<file path="src/rtl/spi_controller.sv">
// SPI mode-0 initiator: serializes one {1'b1, addr[6:0], data[7:0]} write frame per accepted command.
// Pins are fully registered and framed so that a 2-flop synchronized peripheral sees clean, well-spaced edges.
module spi_controller #(
    parameter int CLK_DIV    = 4,
    parameter int GAP_CYCLES = 4
) (
    input  logic       clk,
    input  logic       rst_n,
    input  logic       cmd_valid,
    output logic       cmd_ready,
    input  logic [6:0] cmd_addr,
    input  logic [7:0] cmd_data,
    output logic       busy,
    output logic       done,
    output logic       sclk,
    output logic       copi,
    output logic       ncs
);

    localparam int DW = $clog2(CLK_DIV);
    localparam int GW = $clog2(GAP_CYCLES + 1);
    localparam logic [DW-1:0] DIV_LAST = DW'(CLK_DIV - 1);
    localparam logic [GW-1:0] GAP_LAST = GW'(GAP_CYCLES);

    typedef enum logic [2:0] {
        IDLE,
        SETUP,
        SHIFT,
        HOLD,
        GAP
    } state_t;

    state_t          state_reg, state_next;
    logic [DW-1:0]   div_reg, div_next;
    logic [3:0]      bit_reg, bit_next;
    logic [GW-1:0]   gap_reg, gap_next;
    logic            half_reg, half_next;
    logic [15:0]     shift_reg, shift_next;
    logic            ncs_reg, ncs_next;
    logic            sclk_reg, sclk_next;
    logic            copi_reg, copi_next;
    logic            done_reg, done_next;
    logic            busy_reg, busy_next;
    logic            ready_reg, ready_next;
    logic            div_end;

    assign div_end = (div_reg == DIV_LAST);

    always_ff @(posedge clk or negedge rst_n) begin
        if (!rst_n) begin
            state_reg <= IDLE;
            div_reg   <= '0;
            bit_reg   <= '0;
            gap_reg   <= '0;
            half_reg  <= 1'b0;
            shift_reg <= '0;
            ncs_reg   <= 1'b1;
            sclk_reg  <= 1'b0;
            copi_reg  <= 1'b0;
            done_reg  <= 1'b0;
            busy_reg  <= 1'b0;
            ready_reg <= 1'b0;
        end else begin
            state_reg <= state_next;
            div_reg   <= div_next;
            bit_reg   <= bit_next;
            gap_reg   <= gap_next;
            half_reg  <= half_next;
            shift_reg <= shift_next;
            ncs_reg   <= ncs_next;
            sclk_reg  <= sclk_next;
            copi_reg  <= copi_next;
            done_reg  <= done_next;
            busy_reg  <= busy_next;
            ready_reg <= ready_next;
        end
    end

    // Output registers are loaded with the values belonging to the state being entered,
    // so every pin changes exactly on the transition edge.
    always_comb begin
        state_next = state_reg;
        div_next   = div_reg;
        bit_next   = bit_reg;
        gap_next   = gap_reg;
        half_next  = half_reg;
        shift_next = shift_reg;
        ncs_next   = ncs_reg;
        sclk_next  = sclk_reg;
        copi_next  = copi_reg;
        done_next  = 1'b0;
        busy_next  = busy_reg;
        ready_next = ready_reg;

        case (state_reg)
            IDLE: begin
                ncs_next   = 1'b1;
                sclk_next  = 1'b0;
                busy_next  = 1'b0;
                ready_next = 1'b1;
                if (cmd_valid && ready_reg) begin
                    state_next = SETUP;
                    shift_next = {1'b1, cmd_addr, cmd_data};
                    copi_next  = 1'b1;
                    ncs_next   = 1'b0;
                    busy_next  = 1'b1;
                    ready_next = 1'b0;
                    div_next   = '0;
                end
            end
            SETUP: begin
                div_next = div_reg + 1'b1;
                if (div_end) begin
                    state_next = SHIFT;
                    div_next   = '0;
                    bit_next   = 4'd15;
                    half_next  = 1'b0;
                    sclk_next  = 1'b1;
                end
            end
            SHIFT: begin
                div_next = div_reg + 1'b1;
                if (div_end) begin
                    div_next = '0;
                    if (!half_reg) begin
                        // Falling edge: present the next bit; the last bit stays on copi.
                        half_next = 1'b1;
                        sclk_next = 1'b0;
                        if (bit_reg != 4'd0) begin
                            shift_next = {shift_reg[14:0], 1'b0};
                            copi_next  = shift_reg[14];
                        end
                    end else if (bit_reg == 4'd0) begin
                        state_next = HOLD;
                    end else begin
                        bit_next  = bit_reg - 4'd1;
                        half_next = 1'b0;
                        sclk_next = 1'b1;
                    end
                end
            end
            HOLD: begin
                div_next = div_reg + 1'b1;
                if (div_end) begin
                    state_next = GAP;
                    div_next   = '0;
                    gap_next   = GW'(1);
                    ncs_next   = 1'b1;
                    done_next  = 1'b1;
                end
            end
            GAP: begin
                if (gap_reg == GAP_LAST) begin
                    state_next = IDLE;
                    busy_next  = 1'b0;
                    ready_next = 1'b1;
                end else begin
                    gap_next = gap_reg + 1'b1;
                end
            end
            default: begin
                state_next = IDLE;
            end
        endcase
    end

    assign cmd_ready = ready_reg;
    assign busy      = busy_reg;
    assign done      = done_reg;
    assign sclk      = sclk_reg;
    assign copi      = copi_reg;
    assign ncs       = ncs_reg;

endmodule

</file>
<file path="config.mk">
export PLATFORM = sky130hd
export DESIGN_NAME = spi_controller
export DESIGN_NICKNAME = d
export VERILOG_FILES = /design/src/rtl/spi_controller.sv
export SDC_FILE = /design/constraint.sdc
export NUM_CORES = 1
export LEC_CHECK = 0
export CAP_MARGIN = 20
export CORE_MARGIN = 2
export CORE_UTILIZATION = 28
export DETAILED_ROUTE_END_ITERATION = 12
export GPL_TIMING_DRIVEN = 0
export SYNTH_ARGS = -nofsm -noshare
export SYNTH_HDL_FRONTEND = slang
export SYNTH_SLANG_ARGS = --single-unit
</file>
<file path="constraint.sdc">
create_clock -name clk -period 2.5 [get_ports clk]
set_clock_uncertainty 0.15 [all_clocks]
set_input_delay 0.5 -clock clk [delete_from_list [all_inputs] [get_ports clk]]
set_output_delay 0.5 -clock clk [all_outputs]
set_load 0.01 [all_outputs]
</file>
* Word level (Yosys, flattened, before mapping)
Index checks and enable logic that the tools add are counted.
** Word-level totals
- Flip-flop bits (word level) :: 34
- Input bits :: 18
- Output and inout port bits :: 6
** Cells by class
- $add $sub $neg :: 3
- Eq/ne operators :: 18
- Mux-type cells :: 48
- Reductions and logical operators :: 21
** Operator list (number)
- two-way mux 15 bit :: 4
- one-hot mux 15 bit (2 select lines) :: 1
- two-way mux 3 bit :: 9
- != test 2 bit, second input constant :: 11
- two-way mux 1 bit :: 18
- two-way mux 4 bit :: 4
- one-hot mux 3 bit (5 select lines) :: 1
- nonzero test 2 bit :: 6
- one-hot mux 1 bit (2 select lines) :: 5
- AND reduction 5 bit :: 2
- one-hot mux 4 bit (2 select lines) :: 1
- AND reduction 7 bit :: 1
- equality test 3 x 2 -> 1 bit, second input constant :: 2
- equality test 3 bit, second input constant :: 2
- one-hot mux 3 bit (2 select lines) :: 1
- AND reduction 2 bit :: 3
- AND reduction 3 bit :: 2
- logical NOT 4 bit :: 1
- two-way mux 2 bit :: 2
- one-hot mux 2 bit (2 select lines) :: 1
- AND reduction 4 bit :: 1
- nonzero test 4 bit :: 1
- subtractor 4 x 1 -> 4 bit, second input constant :: 1
- adder 3 x 1 -> 3 bit, second input constant :: 1
- other kinds (9) :: 9

* Depth between registers and ports, before layout
- Depth after elaboration :: 5
- Gate-level depth with buffers :: 8
- Depth with buffers taken out :: 6

* Worst setup path before layout
Ideal clock, no wire load.
- Path kind :: register -> register
- Start :: reg bit_reg[0]
- End :: reg shift_reg[10]
- Arrival :: 1557 ps
- Data required time :: 2277 ps
- Path slack :: 720 ps
- Cell stages (with the launch flop) :: 8
- Period minus slack after synthesis :: 1780 ps
- Cell sequence :: dfrtp_1 inv_1 ha_1 or3b_2 nand3_2 buf_4 o22ai_1 a2bb2oi_2
** On the way
- Word-level cells in the longest chain between the ends :: 3
** RTL lines
- start: declaration :: line 35 : logic [3:0] bit_reg, bit_next;
- start signal: assignment :: line 66 : bit_reg <= bit_next;
- nonzero test 4 bit :: line 129 : if (bit_reg != 4'd0) begin
- != test 2 bit (no source line)
- AND reduction 5 bit (no source line)
- end signal: assignment :: line 69 : shift_reg <= shift_next;
- end: declaration :: line 38 : logic [15:0] shift_reg, shift_next;
Every way passes these cells.
A chain may end at the register's enable or synchronous reset.

* Worst setup path after layout
- Start :: reg ncs_reg, in the netlist ncs
- End :: out ncs
** RTL lines
- start: declaration :: line 39 : logic ncs_reg, ncs_next;
- start signal: assignment :: line 70 : ncs_reg <= ncs_next;
- end: declaration :: line 17 : output logic ncs
No word-level cell between the ends.

==> qor.yml <==
synth_area_um2: 1740
largest_reg_flops: 15
grt_max_degree: 35
cp_max_fo: 2
fmax_ghz: 0.502
yosys.area_share.adder: 0.0288
grt_overflow_total: 0
rsz0062_at_grt: "false"
drive_above_1_share: 0.176
areaGrowthSynthToFinish_pct: 23.6
hold_class: "in2async"
crit_family: "flip-flops"
arrival_ns: 1.34
yosysTopAreaCell: "dfrtp_1"
ys_top_cells_by_count: "dfrtp_1, o22ai_1, nand2_1"
synthMuxAreaShare: 0.0123
die-area_um2: 6840
holdBufCountCts: 0
avgViaCountPerCell: 4.96
cts_resized: 0
crit_slowest_cell: "dfstp_2"
synth_warnings: 0
synth-main-ff-cell: "dfrtp_1"
synth-compound-area-share: 0.255
io_pins: 24
maxSlewViolCount: 0
die_w_um: 82.7
slew_headroom: 0.496
diodes: 0
dp_hpwl_um: 2440
synthCells: 156
wl_per_cell_um: 13.4
syn_area_per_cell_um2: 11.1
synth_top_family_by_area: "compound AO/OA/AOI/OAI gates"
fin_crit_ns: 1.99
final_area_um2: 2140
drtIter0Drc: 79
start_util: 0.291
multi_input_area_um2: 786
cp-start-kind: "flop"
total_power_uw: 2530
antenna_found_initial: 0
path_cells: "clkdlybuf4s50_1"
syn_nets: 178
synth.distinct_cells: 40
final_nets: 208
yosysSeqAreaShare: 0.491
io_buffers: 23
clk_pin_slew_ns: 0.07
grt.total_usage: 0.120
synth-simple-area-share: 0.147
synth_most_common_cell: "dfrtp_1"
drc: 0
die_height_um: 82.7
regArea_um2: 852
synth_async_sr_flop_share: 1.00
htreeDepth: 2
wl_um: 3510
p_leak_uw: 0.000893
reg2reg_depth: 7
tns_ns: 0
grt_pass1_wl_um: 6090
hold_violations: 0
clock-root-buffer: "clkbuf_8"
vdd.ir_drop.worst_uv: 488
final-setup-viol-count: 0
status: "completed"
cts_buffer_depth: 2
reg2reg_from: "bit_reg[0]"
gp_congestion: 0.764
synthTopCellsByArea: "dfrtp_1, a2bb2oi_2, o22ai_1"
r2r_slack_ns: 0.52
worst_pin_slew_ns: 0.756
cts.sink_count: 34
num_rows: 28
cts_buffers: 5
fp.coreArea_um2: 5960
synth_edf_count: 0
drtAntennaViolNets: 0
cts_tree: "yes"
nFillCells: 614
place_area_um2: 2050
dr.pass1.iters: 4
vias: 1299
synth_xor_area_frac: 0.0101
max_stage_delay_ns: 0.54
yosysTopAreaCellShare: 0.476
cp.required_ns: 1.85
ys_seq_elements: 34
p_per_area_nw_per_um2: 1180
grt_pass1_vias: 1313
period_share: 0.796
crit_buf_inv: 1
r2r_end: "shift_reg[5]"
maxCapViolations: 0
insertion_delay_ns: 0.28
postCtsSetupRepairBufs: 0
worstSetupEndpointType: "output port"
crit_type: "reg2out"
==> final cells by class <==
cell class                      instances  share of cell area
Sequential cell                        34               0.397
Multi-Input combinational cell        106               0.366
Timing Repair Buffer                   23               0.105
Tap cell                               75              0.0438
Clock buffer                            8              0.0420
Buffer                                  9              0.0333
Inverter                                7              0.0123
==> report_power, final <==
part	total, uW	leakage (uW)	internal [uW]	switching, uW
combinational	1140	0.000463	595	544
clock	409	0.0000455	224	184
sequential	982	0.000384	802	180
total	2530	0.000893	1620	908
==> metal layers <==
metal / vias to the layer above / track usage / share of wire
li1: 642 / - / -
met1: 625 / 0.158 / 0.51
met2: 26 / 0.185 / 0.44
met3: 6 / 0.0326 / 0.039
met4: 0 / 0.0492 / 0.014
met5: - / 0 / 0
==> layout by cell type, fill, tap and decap left out, types with 2 or more instances in the layout <==
cell,netlist,final
dfrtp_1,33,33
clkdlybuf4s50_1,0,22
o22ai_1,14,14
nand2_1,12,12
nor2_1,9,9
a2bb2oi_2,9,9
inv_1,7,7
a2bb2oi_1,7,7
a21oi_1,6,6
o21ai_0,6,6
clkbuf_8,0,6
nor3_1,5,5
nand3_1,5,5
buf_2,3,4
ha_1,4,4
clkbuf_1,1,3
buf_6,2,2
nor2b_1,2,2
a21o_1,2,2
a311oi_1,2,2
xor2_1,2,2
a22o_1,2,2
a31oi_1,2,2
buf_4,2,2
nor3b_1,2,2
==> how the worst max path moves through the flow <==
| stage | startpoint | endpoint | slack [ns] | depth (start not counted) |
|---|---|---|---|---|
| final | ncs | ncs | 0.51 | 1 |
| after global routing | bit_reg[0] | shift_reg[6] | 0.35 | 7 |
| after CTS | ncs | ncs | 0.50 | 1 |
| after detailed placement | cmd_valid | shift_reg[0] | 0.24 | 7 |
| after global placement | rst_n | bit_reg[1] | 0.002 | 1 |
| after floorplan | bit_reg[0] | shift_reg[10] | 0.72 | 7 |
==> cells by family (layout without fill, tap and decap cells) <==
logic type	Yosys count	after routing
XOR/XNOR	2	2
flip-flops	34	34
AO/OA/AOI/OAI	53	53
adder cells (fa/ha/maj)	4	4
AND/OR/NAND/NOR	45	45
buffers and inverters	16	47
multiplexers	2	2
==> per-stage QoR <==
stage	hold WS [ns]	cells	utilization	setup slack, ns
after global placement	0.323	254	0.346	0.00207
after detailed placement	0.315	254	0.345	0.235
after global routing	0.188	262	0.360	0.350
after floorplan	0.0544	156	-	0.720
after CTS	0.157	262	0.360	0.497
final	0.131	262	0.360	0.509
(Power assumes the default switching activity.)
